File: src/rtl/click_pkg.sv
// Shared types and defaults for the click gesture decoder.
package click_pkg;

    typedef enum logic [1:0] {
        IDLE    = 2'd0,
        COUNT   = 2'd1,
        LOCKOUT = 2'd2
    } click_state_t;

    localparam int unsigned WINDOW_DEFAULT     = 12_500_000;
    localparam int unsigned MAX_CLICKS_DEFAULT = 3;

    // Width needed to hold a gesture size of 0..max_clicks.
    function automatic int unsigned cnt_w(input int unsigned max_clicks);
        return $clog2(max_clicks + 1);
    endfunction

endpackage

File: src/rtl/click_window_timer.sv
// Inter-press window down-counter: load restarts the window, en counts it down
// and the count holds at zero once the window has run out.
module click_window_timer
    import click_pkg::*;
#(
    parameter int unsigned WINDOW_CYCLES = WINDOW_DEFAULT
) (
    input  logic clk,
    input  logic reset,
    input  logic load,
    input  logic en,
    output logic expired
);

    localparam int unsigned TMR_W = $clog2(WINDOW_CYCLES);

    logic [TMR_W-1:0] timer_q;
    logic [TMR_W-1:0] timer_d;

    always_comb begin
        timer_d = timer_q;
        if (load) begin
            timer_d = TMR_W'(WINDOW_CYCLES - 1);
        end else if (en && (timer_q != '0)) begin
            timer_d = timer_q - TMR_W'(1);
        end
    end

    always_ff @(posedge clk) begin
        if (reset) begin
            timer_q <= '0;
        end else begin
            timer_q <= timer_d;
        end
    end

    assign expired = (timer_q == '0);

endmodule

File: src/rtl/click_decoder.sv
// Groups debounced key presses into single/double/triple... click gestures.
// Optional macro CLICK_DECODER_EARLY_EN reports a full gesture immediately and locks out.
module click_decoder
    import click_pkg::*;
#(
    parameter int unsigned WINDOW_CYCLES = WINDOW_DEFAULT,
    parameter int unsigned MAX_CLICKS    = MAX_CLICKS_DEFAULT
) (
    input  logic                               clk,
    input  logic                               reset,
    input  logic                               key_pulse,
    output logic                               click_valid,
    output logic [$clog2(MAX_CLICKS+1)-1:0]    click_count,
    output logic                               click_overflow
);

    localparam int unsigned      CNT_W   = cnt_w(MAX_CLICKS);
    localparam logic [CNT_W-1:0] CNT_MAX = CNT_W'(MAX_CLICKS);

    click_state_t     state_q, state_d;
    logic             pulse_d_q, pulse_d_d;
    logic [CNT_W-1:0] cnt_q, cnt_d;
    logic             ovf_q, ovf_d;
    logic             valid_q, valid_d;
    logic [CNT_W-1:0] count_q, count_d;
    logic             ovf_out_q, ovf_out_d;

    logic             press;
    logic [CNT_W-1:0] cnt_inc;
    logic             tmr_load;
    logic             tmr_en;
    logic             tmr_expired;

    // A held-high pulse only counts on its first cycle.
    assign press   = key_pulse & ~pulse_d_q;
    assign cnt_inc = cnt_q + CNT_W'(1);

    click_window_timer #(
        .WINDOW_CYCLES (WINDOW_CYCLES)
    ) u_timer (
        .clk     (clk),
        .reset   (reset),
        .load    (tmr_load),
        .en      (tmr_en),
        .expired (tmr_expired)
    );

    always_comb begin
        state_d   = state_q;
        pulse_d_d = key_pulse;
        cnt_d     = cnt_q;
        ovf_d     = ovf_q;
        valid_d   = 1'b0;
        count_d   = count_q;
        ovf_out_d = ovf_out_q;
        tmr_load  = 1'b0;
        tmr_en    = 1'b0;

        case (state_q)
            IDLE: begin
                if (press) begin
                    tmr_load = 1'b1;
                    cnt_d    = CNT_W'(1);
                    state_d  = COUNT;
`ifdef CLICK_DECODER_EARLY_EN
                    if (CNT_MAX == CNT_W'(1)) begin
                        valid_d   = 1'b1;
                        count_d   = CNT_MAX;
                        ovf_out_d = 1'b0;
                        cnt_d     = '0;
                        state_d   = LOCKOUT;
                    end
`endif
                end
            end

            COUNT: begin
                tmr_en = 1'b1;
                // A press on the expiry cycle extends the gesture instead of ending it.
                if (press) begin
                    tmr_load = 1'b1;
                    if (cnt_q == CNT_MAX) begin
                        ovf_d = 1'b1;
                    end else begin
                        cnt_d = cnt_inc;
`ifdef CLICK_DECODER_EARLY_EN
                        if (cnt_inc == CNT_MAX) begin
                            valid_d   = 1'b1;
                            count_d   = CNT_MAX;
                            ovf_out_d = 1'b0;
                            cnt_d     = '0;
                            ovf_d     = 1'b0;
                            state_d   = LOCKOUT;
                        end
`endif
                    end
                end else if (tmr_expired) begin
                    valid_d   = 1'b1;
                    count_d   = cnt_q;
                    ovf_out_d = ovf_q;
                    cnt_d     = '0;
                    ovf_d     = 1'b0;
                    state_d   = IDLE;
                end
            end

`ifdef CLICK_DECODER_EARLY_EN
            LOCKOUT: begin
                tmr_en = 1'b1;
                if (press) begin
                    tmr_load = 1'b1;
                end else if (tmr_expired) begin
                    state_d = IDLE;
                end
            end
`endif

            default: begin
                state_d = IDLE;
                cnt_d   = '0;
                ovf_d   = 1'b0;
            end
        endcase
    end

    always_ff @(posedge clk) begin
        if (reset) begin
            state_q   <= IDLE;
            pulse_d_q <= 1'b0;
            cnt_q     <= '0;
            ovf_q     <= 1'b0;
            valid_q   <= 1'b0;
            count_q   <= '0;
            ovf_out_q <= 1'b0;
        end else begin
            state_q   <= state_d;
            pulse_d_q <= pulse_d_d;
            cnt_q     <= cnt_d;
            ovf_q     <= ovf_d;
            valid_q   <= valid_d;
            count_q   <= count_d;
            ovf_out_q <= ovf_out_d;
        end
    end

    assign click_valid    = valid_q;
    assign click_count    = count_q;
    assign click_overflow = ovf_out_q;

endmodule

File: config.mk
export PLATFORM = sky130hd
export DESIGN_NAME = click_decoder
export DESIGN_NICKNAME = d
export VERILOG_FILES = /design/src/rtl/click_pkg.sv /design/src/rtl/click_window_timer.sv /design/src/rtl/click_decoder.sv
export SDC_FILE = /design/constraint.sdc
export NUM_CORES = 1
export LEC_CHECK = 0
export ABC_AREA = 0
export BUFFER_PORTS_ARGS = -buffer_cell sky130_fd_sc_hd__buf_2
export CAP_MARGIN = 10
export CORE_AREA = 2 2 67 69
export CTS_BUF_LIST = sky130_fd_sc_hd__clkbuf_8
export DETAILED_ROUTE_END_ITERATION = 8
export DIE_AREA = 0 0 69 71
export PLACE_DENSITY = 0.62
export SLEW_MARGIN = 20
export SYNTH_ARGS = -nofsm -noshare
export SYNTH_HDL_FRONTEND = slang
export SYNTH_HIERARCHICAL = 1
export SYNTH_SLANG_ARGS = --single-unit
File: constraint.sdc
create_clock -name clk -period 1.9 [get_ports clk]
set_input_delay 0.19 -clock clk [delete_from_list [all_inputs] [get_ports clk]]
set_output_delay 0.19 -clock clk [all_outputs]
set_load 0.05 [all_outputs]
# After elaboration in Yosys (flattened, before gate mapping)
# Index checks and enable logic that the tools add are counted.
# W data, S select, Z words.
dict set report op_classes {
  addsub 2
  mul 0
  div_mod_pow 0
  n_lt_le_gt_ge 0
  n_eq_ne 8
  n_shift 0
  mux 17
  bitwise_logic 5
  n_reduce_logical 12
}
# op n
set ops {}
lappend ops {{$mux W24} 2}
lappend ops {{$logic_not A24 Y1} 1}
lappend ops {{$reduce_bool A24 Y1} 1}
lappend ops {{$sub A24 B1 Y24 const B} 1}
lappend ops {{$reduce_and A3 Y1} 4}
lappend ops {{$mux W2} 5}
lappend ops {{$ne A3 B3 Y1 const B} 3}
lappend ops {{$pmux W2 S2} 2}
lappend ops {{$mux W1} 7}
lappend ops {{$ne A2 B2 Y1 const B} 3}
lappend ops {{$not A1 Y1} 4}
lappend ops {{$reduce_or A2 Y1} 2}
lappend ops {{$reduce_or A3 Y1} 1}
lappend ops {{$add A2 B1 Y2 const B} 1}
lappend ops {{$eq A2 B1 Y1 const B} 1}
lappend ops {{$eq A2 B2 Y1 const B} 1}
lappend ops {{$logic_not A2 Y1} 1}
lappend ops {{$pmux W1 S2} 1}
lappend ops {{$reduce_bool A2 Y1} 1}
lappend ops {{$and A1 B1 Y1} 1}
lappend ops {{$logic_and A1 B1 Y1} 1}
dict set report totals {
  ff_bits 34
  latch_bits 0
  mem_bits_rw 0
  rom_bits 0
  input_bits 3
  output_inout_bits 4
  elab_cells 53
  mem_count 0
}

# Longest topological paths before layout
dict set report logic_depth {
  depth_word 5
  ltp_mapped 9
  ltp_nobuf 8
}

# Modules after synthesis
# Netlist, hierarchy kept.
# mod n_inst cells_per_inst area_each_um2 seq_area_each_um2
set by_module_without_submodules {}
lappend by_module_without_submodules {click_window_timer 1 138 1260.0 480.5}
lappend by_module_without_submodules {click_decoder 1 39 374.1 180.2}

# Worst setup path after synthesis
# No wires, ideal clock.
dict set report synth_timing {
  kind {flip-flop to flip-flop}
  start {register u_timer.timer_q[4]}
  end {register u_timer.timer_q[19]}
  setup_time_ns 0.074
  arrival_ns 1.888
  required_time_ns 1.826
  setup_slack_ns -0.063
  stages_incl_launch_ff 7
  path_buffers 1
  synth_period_minus_slack_ns 1.963
  path_cell_list {dfxtp_1 > buf_6 > or3_4 > nor4_4 > o211ai_4 > or4_1 > a31oi_1}
}
dict set report synth_via {
  elab_chain_len 3
  elab_cells_between_ends 6
  classes_between {add/sub: 1; mux: 2; reduce/logical: 3}
}
# item line_no
set synth_lines {}
lappend synth_lines {{start: declaration} click_window_timer.sv:17} ;# logic [TMR_W-1:0] timer_q;
lappend synth_lines {{start signal: assignment} click_window_timer.sv:33} ;# timer_q <= timer_d;
lappend synth_lines {{$sub A24 B1 Y24 or $reduce_bool A24 Y1 (tied branches)} {click_window_timer.sv:25, click_window_timer.sv:24}}
lappend synth_lines {{$mux W24 or $logic_and A1 B1 Y1 (tied branches)} click_window_timer.sv:24} ;# end else if (en && (timer_q != '0)) begin
lappend synth_lines {{$mux W24 or $reduce_bool A2 Y1 (tied branches)} n/a}
# Parallel ways exist; a longest one is shown, timed or not. The select of a mux whose other input is x is not followed.
# A chain may end at the register's enable or synchronous reset.

# Worst setup path after layout
dict set report layout_timing {
  start {register u_timer.timer_q[1]}
  end {register u_timer.timer_q[19]}
}
# Same word-level chain as after synthesis.

==> metrics.yaml <==
timing:
  hold_viol_final: 0
  skew_ns: 0.00444
  fin_ws_ns: -0.104
  drv_slew: 0
  period_needed_ns: 2.00
  period_share: 1.05
  fmax_ghz: 0.499
  fin_setup_tns_ns: -0.355
  tightestPinTransition_ns: 0.510
  setup_viol: 5
  relSlewSlack: 0.660
  rsz0062_at_grt: "yes"
place:
  port_buffers: 6
  place_hpwl_microns: 2640
  dp.cells: 255
  dp_slack_ns: -0.145
  gp_congestion: 0.790
critical_path:
  cp_num_buf_inv: 1
  reg2reg_depth: 6
  critPathLaunchType: "register"
  path_class: "reg2reg"
  slowest_stage: "or4_4"
  r2r_start: "u_timer/timer_q[1]$_SDFFE_PP0P_"
  path_cells: "or4_4 -> nor4_4 -> o211ai_4 -> buf_4 -> o31ai_1 -> a31oi_1"
  ff2ff_setup_slack_ns: -0.10
  r2r-end: "u_timer/timer_q[19]$_SDFFE_PP0P_"
  crit_family: "simple AND/OR/NAND/NOR gates"
  max_stage_delay_ns: 0.55
  cp_max_fo: 5
  cp.arrival_ns: 2.15
  worstPathRequired_ns: 2.05
  end_kind: "register"
cts:
  cts.sinks: 33
  cts_hold_buf: 0
  cts_max_level: 2
  clk_latency_ns: 0.28
  cts_tree: "done"
  cts_made_buffers: 5
  cts_buffer_depth: 2
  root_buffer: "clkbuf_8"
  clk_pin_slew_ns: 0.07
status:
  violations: "negative setup slack"
  status: "finished with violations"
run:
  drv_cap: 0
synth:
  synth-edff-count: 0
  syn-cell-area_sq_um: 1630
  yosys_most_used_dff: "dfxtp_1"
  synthMuxAreaShare: 0.0260
  synthAdderAreaFrac: 0.0230
  synth_warnings: 6
  synth.yosys.seq_area_share: 0.404
  syn_area_per_cell_sq_um: 9.23
  synthCells: 177
  ys_types: 46
  synthSimpleGateAreaFrac: 0.236
  synth_xor_area_frac: 0.0590
  syn_nets: 183
  synthArstFlopShare: 0
  synth-seq-cells: 33
  synth_top_family_by_area: "simple AND/OR/NAND/NOR gates"
  synth_compound_area_frac: 0.216
global_route:
  met1_usage: 0.193
  grt_pass1_vias: 1441
  top_usage_layer: "met2"
  grt_util_met2: 0.276
  grt-ovfl-total: 0
  antenna_found_initial: 0
  grt_use_met3: 0.0385
  grt_pass1_wl_microns: 6370
  grt_usage: 0.159
  grt_max_degree: 28
routing:
  drc: 0
  wire_per_inst_microns: 14.2
  drt_pass1_iterations: 4
  dr_total_vias: 1487
  wirelength_microns: 3820
  antenna_left: 0
  drtIter0Drc: 77
  vias_per_cell: 5.53
pwr:
  cellInternalPower_w: 0.00132
  p_clk_frac: 0.372
  seq_power_share: 0.434
  peakVddDrop_mv: 0.567
  p_per_area_nw_per_um2: 812
  swShare: 0.258
  p_leak_nw: 0.847
  p_sw_w: 0.000459
  combPwrFrac: 0.193
min_path:
  holdPathEnd: "pulse_d_q$_SDFF_PP0_"
  hold_depth: 2
  hold_path_class: "in2reg"
  hp-start: "key_pulse"
layout:
  final.fill_count: 377
  nNetsFinal: 222
  diodes: 0
  drive_gt1_frac: 0.364
  syn2layout_area_growth_pct: 34.1
  final_cell_count_no_fill: 269
floorplanning:
  die_w_microns: 69
  dieArea_sq_um: 4900
  row_count: 24
  start_util: 0.389
  fp.coreArea_sq_um: 4200
  ios: 7
  die_y_microns: 71
==> what timing repair did <==
action	CTS	global route
resized for setup	8	22
endpoints found under the setup margin	21	26
cloned	0	1
buffers inserted	1	4
pin swaps	6	10
==> cells in the mapped netlist (all sizes together) (2+ instances only) <==
cell	number	area, sq um
dfxtp	33	661
o2111ai	2	17.5
xor2	7	61.3
buf	2	16.3
nand4	2	12.5
a21oi	16	80.1
o21a	6	45.0
ha	3	37.5
inv	5	23.8
mux2i	3	42.5
nand2	8	32.5
and2	2	12.5
o211ai	4	43.8
nor2	14	52.6
or4	7	56.3
o31ai	4	30.0
nor4b	2	17.5
clkbuf	5	18.8
nor3b	3	22.5
or2	4	25.0
nor4	7	65.1
nand2b	3	26.3
or3	4	30.0
a31oi	6	37.5
nor3	4	20.0
o21ai	9	45.0
xnor2	4	35.0
==> kinds of logic (layout without fill, tap and decap cells) <==
logic type | count (synthesis) | after routing
buffers and inverters | 12 | 52
multiplexers | 3 | 3
AO/OA/AOI/OAI | 53 | 53
flip-flops | 33 | 33
XOR/XNOR | 11 | 11
AND/OR/NAND/NOR | 62 | 62
adder cells (fa/ha/maj) | 3 | 3
==> per-layer routing <==
layer  vias up  wire [microns]
met5         -               0
met3         4              77
met4         0              45
met2        19            2010
li1        737               -
met1       727            1690
==> worst max-delay path by stage <==
stage	depth (start not counted)	startpoint	endpoint	slack, ns
after floorplan	5	u_timer/timer_q[1]$_SDFFE_PP0P_	u_timer/timer_q[13]$_SDFFE_PP0P_	-0.03
after global placement	6	u_timer/timer_q[5]$_SDFFE_PP0P_	u_timer/timer_q[18]$_SDFFE_PP0P_	-0.10
after detailed placement	6	u_timer/timer_q[7]$_SDFFE_PP0P_	u_timer/timer_q[20]$_SDFFE_PP0P_	-0.14
after CTS	6	u_timer/timer_q[5]$_SDFFE_PP0P_	u_timer/timer_q[17]$_SDFFE_PP0P_	-0.09
after global routing	6	u_timer/timer_q[1]$_SDFFE_PP0P_	u_timer/timer_q[19]$_SDFFE_PP0P_	-0.20
final	6	u_timer/timer_q[1]$_SDFFE_PP0P_	u_timer/timer_q[19]$_SDFFE_PP0P_	-0.10
==> placed cells by master (no fill, tap or decap), types with 2 or more instances in the layout <==
cell,count
dfxtp_1,29
o211ai_1,3
nand2b_1,2
or3_1,3
nor2_1,13
nand4_1,2
o31ai_1,3
or4_1,5
or2_2,4
o21a_1,6
clkbuf_8,6
inv_1,4
nor4_2,2
buf_4,30
xor2_1,6
dfxtp_2,3
o21ai_0,6
xnor2_1,4
a21oi_1,16
mux2i_1,2
nand2_1,7
nor3b_2,2
buf_6,2
buf_2,7
and2_1,2
nor3_1,4
ha_1,2
or4_4,2
a31oi_1,6
o21ai_1,3
nor4_4,4
==> registers in the layout, indices dropped and copies added, names as in the netlist <==
| signal | flops |
|---|---|
| u_timer/timer_q | 24 |
| pulse_d_q | 1 |
| state_q | 1 |
| ovf_q | 1 |
| click_overflow | 1 |
| cnt_q | 2 |
| click_count | 2 |
| click_valid | 1 |
==> area by class of cell <==
cell class                 count  area (sq um)  share of cell area
multi-input combinational    132          1030               0.472
clock buffer                   6          82.6              0.0377
sequential                    33           668               0.305
inverter                       5          23.8              0.0109
timing repair buffer          39           283               0.129
tap                           52          65.1              0.0297
clock inverter                 2          33.8              0.0154
==> power groups by stage <==
stage               combinational [W]  sequential, W  clock (W)
floorplan                    0.000191       0.000781          0
global placement             0.000288       0.000778          0
detailed placement           0.000298       0.000780          0
CTS                          0.000305       0.000766   0.000680
global route                 0.000378       0.000779   0.000720
finish                       0.000344       0.000773   0.000662
==> per-stage QoR <==
step / instance area (sq um) / hold slack [ns] / power [W] / util
2_1_floorplan: 1640 / 0.318 / 0.000972 / -
3_3_place_gp: 1900 / 0.456 / 0.00107 / 0.451
3_5_place_dp: 1900 / 0.460 / 0.00108 / 0.451
4_1_cts: 2050 / 0.165 / 0.00175 / 0.488
5_1_grt: 2190 / 0.184 / 0.00188 / 0.521
6_report: 2190 / 0.171 / 0.00178 / 0.521
(Power assumes the default switching activity.)
